File: config.mk
export PLATFORM = sky130hd
export DESIGN_NAME = trap_ctrl
export DESIGN_NICKNAME = d
export VERILOG_FILES = /design/src/rtl/trap_ctrl.sv
export SDC_FILE = /design/constraint.sdc
export NUM_CORES = 1
export LEC_CHECK = 0
export ABC_AREA = 1
export ABC_CLOCK_PERIOD_IN_PS = 1290
export BUFFER_PORTS_ARGS = -buffer_cell sky130_fd_sc_hd__buf_2
export CAP_MARGIN = 20
export CORE_AREA = 2 2 118 120
export DETAILED_ROUTE_END_ITERATION = 6
export DIE_AREA = 0 0 120 122
export HOLD_SLACK_MARGIN = 0.03
export PLACE_DENSITY = 0.72
export SLEW_MARGIN = 20
export SYNTH_ARGS = -nofsm -noshare
export SYNTH_HDL_FRONTEND = slang
export SYNTH_SLANG_ARGS = --single-unit
File: constraint.sdc
create_clock -name CLK -period 1.29 [get_ports CLK]
set_clock_uncertainty 0.05 [all_clocks]
set_input_delay 0.258 -clock CLK [delete_from_list [all_inputs] [get_ports CLK]]
set_output_delay 0.258 -clock CLK [all_outputs]
set_load 0.01 [all_outputs]
File: src/rtl/trap_ctrl.sv
// rtl/trap_ctrl.sv - prioritised multi-cause trap controller (optional per-cause counters: TRAP_CAUSE_CNT_EN)
module trap_ctrl #(
    parameter int NUM_CAUSES   = 4,
    parameter int XLEN         = 32,
    parameter int FLUSH_CYCLES = 2,
    parameter int VECTORED     = 0,
    localparam int CW          = $clog2(NUM_CAUSES)
) (
    input  logic                       CLK,
    input  logic                       RST,
    input  logic                       EN,
    input  logic [NUM_CAUSES-1:0]      CAUSE_VLD,
    input  logic [NUM_CAUSES*XLEN-1:0] CAUSE_TVAL,
    input  logic [XLEN-1:0]            CAUSE_PC,
    input  logic [XLEN-1:0]            MTVEC,
    input  logic                       MRET_DETECTED,
    output logic                       FLUSH,
    output logic                       REDIRECT_VLD,
    output logic [XLEN-1:0]            REDIRECT_PC,
    output logic                       TRAP_TAKEN,
    output logic [CW-1:0]              MCAUSE,
    output logic [XLEN-1:0]            MEPC,
    output logic [XLEN-1:0]            MTVAL,
    output logic                       EXECUTE_MRET,
    output logic                       BUSY,
    output logic                       DOUBLE_FAULT
`ifdef TRAP_CAUSE_CNT_EN
    ,
    input  logic [CW-1:0]              CNT_SEL,
    output logic [15:0]                CNT_VALUE
`endif
);

    localparam logic [2:0] S_IDLE     = 3'd0;
    localparam logic [2:0] S_FLUSH    = 3'd1;
    localparam logic [2:0] S_REDIRECT = 3'd2;
    localparam logic [2:0] S_HANDLER  = 3'd3;
    localparam logic [2:0] S_RETURN   = 3'd4;

    logic [2:0]      state_q, state_d;
    logic [3:0]      fcnt_q, fcnt_d;
    logic [CW-1:0]   mcause_q;
    logic [XLEN-1:0] mepc_q, mtval_q;
    logic            flush_q, rvld_q, taken_q, emret_q, busy_q, df_q;
    logic [XLEN-1:0] rpc_q, rpc_d;
    logic            accept, df_set;
    logic [CW-1:0]   win_idx;
    logic [XLEN-1:0] win_tval;
    logic [XLEN-1:0] vec_off, handler_pc;

    // Fixed priority pick: the lowest-indexed pending request wins
    always_comb begin
        win_idx  = '0;
        win_tval = '0;
        for (int i = NUM_CAUSES - 1; i >= 0; i--) begin
            if (CAUSE_VLD[i]) begin
                win_idx  = CW'(i);
                win_tval = CAUSE_TVAL[i*XLEN +: XLEN];
            end
        end
    end

    // Handler target: aligned base, plus a 4-byte slot per cause in vectored mode
    always_comb begin
        vec_off    = (VECTORED != 0) ? (XLEN'(mcause_q) << 2) : '0;
        handler_pc = (MTVEC & ~XLEN'(3)) + vec_off;
    end

    // Next-state logic and flush countdown
    always_comb begin
        state_d = state_q;
        fcnt_d  = fcnt_q;
        accept  = 1'b0;
        df_set  = 1'b0;
        case (state_q)
            S_IDLE: begin
                if (EN && (|CAUSE_VLD)) begin
                    state_d = S_FLUSH;
                    fcnt_d  = 4'(FLUSH_CYCLES - 1);
                    accept  = 1'b1;
                end
            end
            S_FLUSH: begin
                if (fcnt_q == 4'd0) state_d = S_REDIRECT;
                else                fcnt_d  = fcnt_q - 4'd1;
            end
            S_REDIRECT: state_d = S_HANDLER;
            S_HANDLER: begin
                if (MRET_DETECTED)                state_d = S_RETURN;
                else if (EN && (|CAUSE_VLD))      df_set  = 1'b1;
            end
            S_RETURN: state_d = S_IDLE;
            default:  state_d = S_IDLE;
        endcase
    end

    // Redirect target registered alongside the strobe that qualifies it
    always_comb begin
        rpc_d = '0;
        if (state_d == S_REDIRECT)    rpc_d = handler_pc;
        else if (state_d == S_RETURN) rpc_d = mepc_q;
    end

    // State, capture registers and registered outputs
    always_ff @(posedge CLK) begin
        if (RST) begin
            state_q  <= S_IDLE;
            fcnt_q   <= '0;
            mcause_q <= '0;
            mepc_q   <= '0;
            mtval_q  <= '0;
            flush_q  <= 1'b0;
            rvld_q   <= 1'b0;
            rpc_q    <= '0;
            taken_q  <= 1'b0;
            emret_q  <= 1'b0;
            busy_q   <= 1'b0;
            df_q     <= 1'b0;
        end else begin
            state_q <= state_d;
            fcnt_q  <= fcnt_d;
            if (accept) begin
                mcause_q <= win_idx;
                mepc_q   <= CAUSE_PC;
                mtval_q  <= win_tval;
            end
            flush_q <= (state_d == S_FLUSH);
            rvld_q  <= (state_d == S_REDIRECT) || (state_d == S_RETURN);
            rpc_q   <= rpc_d;
            taken_q <= (state_d == S_REDIRECT);
            emret_q <= (state_d == S_RETURN);
            busy_q  <= (state_d != S_IDLE);
            if (df_set) df_q <= 1'b1;
        end
    end

    assign FLUSH        = flush_q;
    assign REDIRECT_VLD = rvld_q;
    assign REDIRECT_PC  = rpc_q;
    assign TRAP_TAKEN   = taken_q;
    assign MCAUSE       = mcause_q;
    assign MEPC         = mepc_q;
    assign MTVAL        = mtval_q;
    assign EXECUTE_MRET = emret_q;
    assign BUSY         = busy_q;
    assign DOUBLE_FAULT = df_q;

`ifdef TRAP_CAUSE_CNT_EN
    logic [15:0] cnt_q [NUM_CAUSES];

    // Per-cause saturating acceptance counters
    always_ff @(posedge CLK) begin
        for (int i = 0; i < NUM_CAUSES; i++) begin
            if (RST)
                cnt_q[i] <= '0;
            else if (accept && (win_idx == CW'(i)) && (cnt_q[i] != 16'hFFFF))
                cnt_q[i] <= cnt_q[i] + 16'd1;
        end
    end

    // Counter read port; an index with no counter behind it reads 0
    always_comb begin
        CNT_VALUE = '0;
        for (int i = 0; i < NUM_CAUSES; i++) begin
            if (CNT_SEL == CW'(i)) CNT_VALUE = cnt_q[i];
        end
    end
`endif

endmodule

# ---- Word level (Yosys, flattened, before mapping)
# Cells that the tools add are included.
dict set report totals {
  regBits 111
  out_inout_bits 104
  latch_bits 0
  wordCells 53
  mem_bits_ro 0
  memories 0
  ram_bits 0
}
dict set report op_classes {
  order_cmp 0
  n_bitwise 1
  div 0
  n_mux 21
  shifts 0
  reduce_logical 9
  eq_ne 8
  n_addsub 1
  n_mul 0
}
# operator n
set op_table {}
lappend op_table {{$mux 32} 6}
lappend op_table {{$pmux 3 s4} 1}
lappend op_table {{$eq 3x2->1 const B} 3}
lappend op_table {{$mux 3} 3}
lappend op_table {{$mux 2} 4}
lappend op_table {{$mux 4} 2}
lappend op_table {{$pmux 4 s2} 1}
lappend op_table {{$eq 3x1->1 const B} 2}
lappend op_table {{$logic_not 4->1} 1}
lappend op_table {{$mux 1} 4}
lappend op_table {{$ne 2x2->1 const B} 2}
lappend op_table {{$reduce_or 4->1} 1}
lappend op_table {{$sub 4x1->4 const B} 1}
lappend op_table {{$eq 3x3->1 const B} 1}
lappend op_table {{$logic_not 3->1} 1}
lappend op_table {{$reduce_and 3->1} 1}
lappend op_table {{$reduce_bool 3->1} 1}
lappend op_table {{$reduce_or 3->1} 1}
lappend op_table {{$reduce_bool 2->1} 1}
lappend op_table {{$logic_and 1x1->1} 1}
lappend op_table {{$logic_or 1x1->1} 1}
lappend op_table {{$not 1->1} 1}

# ---- Longest topological paths before layout
# Gate-level depths: netlist of run 1.
dict set report depth {
  ltp_word 7
  mapped_depth 9
  mapped_depth_nobuf 9
}

# ---- Least setup slack after synthesis of run 1
# No wires, ideal clock.
dict set report synth_path {
  path_kind {reg2reg}
  from {register fcnt_q[0]}
  to {register rpc_q[10] (netlist: REDIRECT_PC[10])}
  path_buffers 1
  required_ps 1119
  slack_ps -6
  path_stages_with_launch 10
  t_arrival_ps 1125
  setup_time_ps 121
  cell_sequence {dfxtp_1 -> inv_1 -> ha_1 -> nand2_1 -> inv_1 -> nand3_1 -> inv_2 -> buf_2 -> nand2_1 -> o21ai_0}
}
dict set report synth_between {
  elab_chain_cells 6
  elab_cells_between_ends 7
  classes_between {eq/ne (2); mux (4); reduce/logical (1)}
}
# element line
set synth_rtl {}
lappend synth_rtl {{start, declared} 41} ;# logic [3:0] fcnt_q, fcnt_d;
lappend synth_rtl {{start signal, assigned} 121} ;# fcnt_q <= fcnt_d;
lappend synth_rtl {{$logic_not 4->1 (*)} 84} ;# if (fcnt_q == 4'd0) state_d = S_REDIRECT;
lappend synth_rtl {{$mux 3 (*)} 84}
lappend synth_rtl {{$pmux 3 s4 (*)} 75} ;# case (state_q)
lappend synth_rtl {{$eq 3x3->1} 101} ;# else if (state_d == S_RETURN) rpc_d = mepc_q;
lappend synth_rtl {{$mux 32} 101}
lappend synth_rtl {{$mux 32 (*)} 100} ;# if (state_d == S_REDIRECT) rpc_d = handler_pc;
lappend synth_rtl {{end signal, assigned} 129} ;# rpc_q <= rpc_d;
lappend synth_rtl {{end, declared} 45} ;# logic [XLEN-1:0] rpc_q, rpc_d;
# Every way passes the cells marked *; elsewhere a longest branch is shown, timed or not.
# A chain may end at the register's enable or synchronous reset.

# ---- Final worst setup path of run 1
dict set report layout_path {
  from {register fcnt_q[0]}
  to {register rpc_q[29] (netlist: REDIRECT_PC[29])}
}
# Same word-level chain as after synthesis.

==> results of run 1 <==
-- registers in the layout, summed over array words and instances, names as in the netlist --
name and count:
FLUSH 1, TRAP_TAKEN 1, MEPC 32, state_q 3
REDIRECT_PC 32, fcnt_q 4, BUSY 1, REDIRECT_VLD 1
EXECUTE_MRET 1, DOUBLE_FAULT 1, MTVAL 32, MCAUSE 2
-- where the power goes --
group	internal [W]	total [W]	switching (W)
registers	0.00391	0.00414	0.000230
logic	0.00158	0.00340	0.00182
clock network	0.00152	0.00282	0.00130
-- cell usage in the layout (no fill, tap or decap), drive strengths merged --
cell type	synthesis	routed
a31oi	1	1
dfxtp	111	111
nand4	1	1
nor2	75	75
nand2	272	272
clkbuf	13	12
inv	51	53
a21oi	38	38
clkinv	0	2
or2	1	1
ha	1	1
nand3	8	8
buf	25	354
nor3	6	6
bufinv	0	1
clkinvlp	0	1
o21ai	95	95
-- worst register-to-register path: cells and delay by family, from the launching register on --
family          cells  cell delay, ps
simple gates        3             220
fa+ha+maj           1             160
buf+inv             5             410
compound gates      1              50
flops               1             340
-- cell families after synthesis --
group | Yosys count | synth area share [%]
AO/OA/AOI/OAI | 134 | 13.9
adder cells (fa/ha/maj) | 1 | 0.260
buffers and inverters | 89 | 9.25
flip-flops | 111 | 46.1
AND/OR/NAND/NOR | 363 | 30.4
-- what timing repair did --
action,4_1_cts,5_1_grt
setup buffers,11,3
endpoints found under the setup margin,98,102
gates resized for setup,71,38
gates cloned,3,3
pin swaps,4,6
hold buffers,0,0
-- metal layers --
metal | vias to the layer above | GRT usage, % | wire length (microns)
li1 | 2844 | - | -
met1 | 2521 | 26.5 | 7310
met2 | 176 | 36.6 | 8370
met3 | 40 | 4.31 | 910
met4 | 0 | 7.35 | 401
met5 | - | 0 | 0
-- final timing paths --
kind                                        startpoint                    endpoint  slack, ps  cells after the start
worst max-delay path            fcnt_q[0]$_SDFFE_PP0P_  REDIRECT_PC[29]$_SDFF_PP0_        -60                     10
worst min-delay path                      CAUSE_PC[12]       MEPC[12]$_SDFFE_PP0P_         60                      3
worst max register to register  fcnt_q[0]$_SDFFE_PP0P_  REDIRECT_PC[29]$_SDFF_PP0_        -60                     10
worst min register to register   MTVAL[3]$_SDFFE_PP0P_       MTVAL[3]$_SDFFE_PP0P_        400                      2
-- stage by stage --
step,utilization (%),setup TNS [ps],hold WS (ps)
2_1_floorplan,-,0,277
3_3_place_gp,49.9,-1250,382
3_5_place_dp,49.9,-2380,383
4_1_cts,54.3,-635,43.3
5_1_grt,55.9,-9750,55.7
6_report,55.9,-2630,57.0
-- cell type report --
cell class,instances,area [sq um]
well taps,180,225
flip-flops and latches,111,2230
multi-input cells,498,2370
clock inverters,6,67.6
inverters,51,214
clock buffers,10,229
fillers,1317,5960
repair buffers,356,2210
==> metrics.md, run 1 <==
| Metric | Value |
|---|---|
| Sequential-to-total area share from yosys stat | 46.1% |
| FFs w/ async S/R, synth | 0% |
| Final #Nets | 1228 |
| Initial antenna violation count | 0 |
| Finished Layout Cells | 1212 |
| Fin. Hold Viols | 0 |
| CP Launch Type | flip-flop |
| Clock Path Buffers | 2 |
| DRT Pass-1 Iters | 4 |
| Top post-synthesis cells by area | dfxtp_1 (46%), nand2_1 (21%), o21ai_1 (6.1%), nor2_1 (5.5%), a21oi_1 (3.9%) |
| Starting Density | 35.7% |
| TritonCTS clock tree | built |
| Max IR drop VDD | 991 uV |
| Number of synthesis warnings | 0 |
| Core Region | 13500 sq um |
| Kind of critical path | reg -> reg |
| Total grt overflow | 0 |
| Ys flop type | dfxtp_1 |
| Worst skew pair latency | 350 ps |
| Total CTS buffers | 9 |
| Vias | 5581 |
| CP max stage delay | 340 ps |
| CP delay by family, top | buffers and inverters |
| Number of remaining DRC errors | 0 |
| Post-synth top area cell | dfxtp_1 |
| Die Area | 14600 sq um |
| Via density | 4.60 |
| RSZ-0062 raised after global routing | true |
| I/O pins | 304 |
| Pleak | 3.91 nW |
| H-tree depth | 3 |
| Maxcap violations | 0 |
| Post-synthesis cell type count | 27 |
| Max_slew headroom | 76.6% |
| DP Area | 6730 sq um |
| DP Worst Slack | -84.4 ps |
| CTS clk-pin slew, worst paths | 80 ps |
| Mean Syn Cell Area | 6.90 sq um |
| Pin count of the biggest net entering global routing | 36 |
| Required @ worst endpoint | 1480 ps |
| PD cells | 1370 nW/um^2 |
| Power Total | 0.0104 W |
| Vias in the first global route | 4993 |
| Detail Placement HPWL | 11900 microns |
| Post-synth EDFFs | 0 |
| Failing checks | negative setup slack |
| P&R area growth vs syn | 56.6% |
| Post-Syn Instances | 698 |
| Detailed Route WL | 17000 microns |
| Drt initial violations | 300 |
| Port-buffer cells | 301 |
| Layout cell share with drive strength beyond 1 | 44.3% |
| Commonest cells in the netlist | nand2_1 (268), dfxtp_1 (111), nor2_1 (70), o21ai_1 (59), inv_1 (43) |
| Final worst slack | -63.2 ps |
| GRT Util Overall | 21.3% |
| Syn_nets | 899 |
| Width of the die | 120 microns |
| Fin area | 7540 sq um |
| Post-layout minimum cycle time | 1350 ps |
| Status | finished with violations |
| Post-Syn Area | 4820 sq um |
| Detail Route Antenna Nets | 0 |
| Global-route wire length before repair | 24400 microns |
| Crit Path Max Fanout | 8 |
| WP buf/inv | 5 |
| Slew Viols, Final | 0 |
| Most frequent cell after synthesis | nand2_1 |
| Synth top area share | 46.1% |
| Final worst-path cycle share | 105% |
| Placer Congestion | 0.907 |
| Routed len/inst | 14.0 microns |
| Crit-path slowest cell | dfxtp_2 |
| Total clock sinks | 111 |
| Crit path arrival time | 1540 ps |
| Die Y | 122 microns |
| F_max | 0.739 GHz |
| Placed instance count | 1177 |
| CTS Root Cell | clkbuf_16 |
| Register bit total from synthesis | 111 |
| N_diodes | 0 |
| Worst-margin pin slew | 352 ps |
| # rows | 43 |
| Setup-failing EPs final | 94 |
| Hold Path Class | in -> reg |
| Worst Setup End Kind | flip-flop |
| Cells along the critical path | inv_2, ha_4, nand2_4, inv_4, nand3_4, inv_6, buf_12, buf_16, nand2_2, o21ai_2 |
(Power assumes the default switching activity.)
==> run 2, diff against run 1 <==
--- a/config.mk
+++ b/config.mk
@@ -6,14 +6,14 @@
 export NUM_CORES = 1
 export LEC_CHECK = 0
 export ABC_AREA = 1
-export ABC_CLOCK_PERIOD_IN_PS = 1290
+export ABC_CLOCK_PERIOD_IN_PS = 1500
 export BUFFER_PORTS_ARGS = -buffer_cell sky130_fd_sc_hd__buf_2
 export CAP_MARGIN = 20
-export CORE_AREA = 2 2 118 120
+export CORE_AREA = 2 2 119 121
 export DETAILED_ROUTE_END_ITERATION = 6
-export DIE_AREA = 0 0 120 122
+export DIE_AREA = 0 0 121 123
 export HOLD_SLACK_MARGIN = 0.03
-export PLACE_DENSITY = 0.72
+export PLACE_DENSITY = 0.69
 export SLEW_MARGIN = 20
 export SYNTH_ARGS = -nofsm -noshare
 export SYNTH_HDL_FRONTEND = slang
==> constraint.sdc (replaced) <==
create_clock -name CLK -period 1.5 [get_ports CLK]
set_clock_uncertainty 0.05 [all_clocks]
set_input_delay 0.3 -clock CLK [delete_from_list [all_inputs] [get_ports CLK]]
set_output_delay 0.3 -clock CLK [all_outputs]
set_load 0.01 [all_outputs]
==> run 2 against run 1 <==
Against the previous run:
- the flow now finishes without violations
- utilization fell by 5.3 points
- cell count shrank 2.6%
- sequential share of layout area is 2.7 points higher
- clock power fell by 22%
- sequential cell count did not move
- maximum frequency decreased by 2.3%
- critical endpoint is now BUSY$_SDFF_PP0_
- largest power group unchanged
- highest routed layer unchanged
==> metrics.md, run 2 (synthesized netlist as in run 1, its figures left out) <==
| Metric | Value |
|---|---|
| Hold Path Class | in -> reg |
| Required @ worst endpoint | 1690 ps |
| CP most frequent cell | nand2_1 |
| Setup-failing EPs final | 0 |
| Die Area | 14900 sq um |
| Detail Route Antenna Nets | 0 |
| Power Total | 0.00797 W |
| Fin. Hold Viols | 0 |
| Total clock sinks | 111 |
| Hold_ws | 107 ps |
| Width of the die | 121 microns |
| Starting Density | 35.4% |
| Worst-margin pin slew | 239 ps |
| GRT Util Overall | 20.0% |
| Vias | 5301 |
| Detailed Route WL | 15500 microns |
| Number of remaining DRC errors | 0 |
| Crit path arrival time | 1580 ps |
| CP delay by family, top | simple AND/OR/NAND/NOR gates |
| CP Launch Type | flip-flop |
| Placer Congestion | 0.892 |
| P&R area growth vs syn | 43.0% |
| Clock Path Buffers | 2 |
| Detail Placement HPWL | 11800 microns |
| Maxcap violations | 0 |
| Final #Nets | 1196 |
| Final worst-path cycle share | 92.4% |
| Core Region | 13600 sq um |
| CTS Root Cell | clkbuf_16 |
| TritonCTS clock tree | built |
| N_diodes | 0 |
| Worst reg2reg endpoint | BUSY$_SDFF_PP0_ |
| Crit. Startpoint | fcnt_q[0]$_SDFFE_PP0P_ |
| Worst skew pair latency | 340 ps |
| Global-route wire length before repair | 23400 microns |
| CP endpoint | BUSY$_SDFF_PP0_ |
| Layout cell share with drive strength beyond 1 | 36.1% |
| Total CTS buffers | 9 |
| Crit-path slowest cell | dfxtp_1 |
| Routed len/inst | 13.2 microns |
| Worst Setup End Kind | flip-flop |
| Total grt overflow | 0 |
| Die Y | 123 microns |
| Post-layout minimum cycle time | 1390 ps |
| Status | finished, final reports clean |
| Crit Path Max Fanout | 5 |
| Levels on crit path | 9 |
| Most frequent cells in the layout | buf_2 (301), nand2_1 (267), dfxtp_1 (111) |
| Worst r2r path cells | 9 |
| Pin count of the biggest net entering global routing | 47 |
| Port-buffer cells | 301 |
| H-tree depth | 3 |
| Vias in the first global route | 4767 |
| Kind of critical path | reg -> reg |
| Pleak | 3.62 nW |
| F_max | 0.722 GHz |
| Max_slew headroom | 83.9% |
| I/O pins | 304 |
| Reg2reg start | fcnt_q[0]$_SDFFE_PP0P_ |
| Initial antenna violation count | 0 |
| # rows | 43 |
| CTS Hold Bufs | 0 |
| Cells along the critical path | inv_1, ha_2, nand2_2, nand2_1, nand2_1, inv_1, nand2_1, nand2_1, nand2_1 |
| Slew Viols, Final | 0 |
| PD cells | 1160 nW/um^2 |
| Post CTS Setup Buffer Count | 0 |
| Max IR drop VDD | 952 uV |
| CTS clk-pin slew, worst paths | 70 ps |
| R2r setup slk | 110 ps |
| Via density | 4.49 |
| DRT Pass-1 Iters | 4 |
| WP buf/inv | 2 |
| Drt initial violations | 304 |
| Fillers | 1421 |
| CP max stage delay | 310 ps |
| Most common cell after layout, fill and taps aside | buf_2 |
run 2: cell count changes in the layout (fill, tap and decap cells not counted), moves of 7 or more:
cell / change
o21ai_2: -7
o21ai_1: -12
nand2_1: +38
nand2_2: -32
o21ai_0: +19
buf_4: -18
run 2: cell type report:
cell class              instances  area, sq um  area share (%)
multi-input cells             498         2160            31.4
inverters                      51          228            3.31
flip-flops and latches        111         2220            32.3
repair buffers                324         1790            25.9
clock inverters                 4         30.0           0.436
well taps                     180          225            3.27
clock buffers                  12          236            3.43
run 2: layer usage:
layer  track usage, %  up-vias  share of wire [%]
met5                0        -                  0
met4             7.49        0                2.4
met3             4.70       25                5.6
met2             33.7      160                 49
met1             24.8     2340                 43
li1                 -     2776                  -
run 2: worst min-delay path by stage:
stage / from / to / slack [ps] / cells past startpoint
5_1_grt: MTVEC[19] / REDIRECT_PC[19]$_SDFF_PP0_ / 90 / 3
2_1_floorplan: RST / DOUBLE_FAULT$_SDFFE_PP0P_ / 320 / 1
6_report: MTVEC[12] / REDIRECT_PC[12]$_SDFF_PP0_ / 110 / 3
4_1_cts: MTVEC[9] / REDIRECT_PC[9]$_SDFF_PP0_ / 90 / 3
3_5_place_dp: MTVAL[2]$_SDFFE_PP0P_ / MTVAL[2]$_SDFFE_PP0P_ / 380 / 2
3_3_place_gp: MTVAL[18]$_SDFFE_PP0P_ / MTVAL[18]$_SDFFE_PP0P_ / 380 / 2
run 2: what timing repair did:
item,CTS,global route
gates resized for setup,1,12
endpoints found under the setup margin,30,62
endpoints found under the hold margin,0,0
cloned,0,0
run 2: worst register-to-register path, stage by stage, from the launching register on:
cell	delay, ps
dfxtp_1	310
inv_1	80
ha_2	200
nand2_2	80
nand2_1	120
nand2_1	150
inv_1	110
nand2_1	60
nand2_1	80
nand2_1	50
run 2: power by group:
group | leakage [nW] | internal [W] | total [W] | switching, W
logic | 2.58 | 0.000947 | 0.00223 | 0.00129
clock network | 0.127 | 0.00114 | 0.00220 | 0.00106
registers | 0.908 | 0.00336 | 0.00354 | 0.000182
run 2: metrics by stage:
step	utilization (%)	TNS (ps)	setup WS [ps]	std cells	instance area, sq um
floorplan	-	0	204	698	4820
finish	50.6	0	114	1180	6890
global route	50.6	-72.9	-23.7	1180	6890
global placement	48.3	-555	-32.0	1164	6570
detailed placement	48.3	-1410	-82.8	1164	6570
CTS	50.3	0	2.32	1180	6840
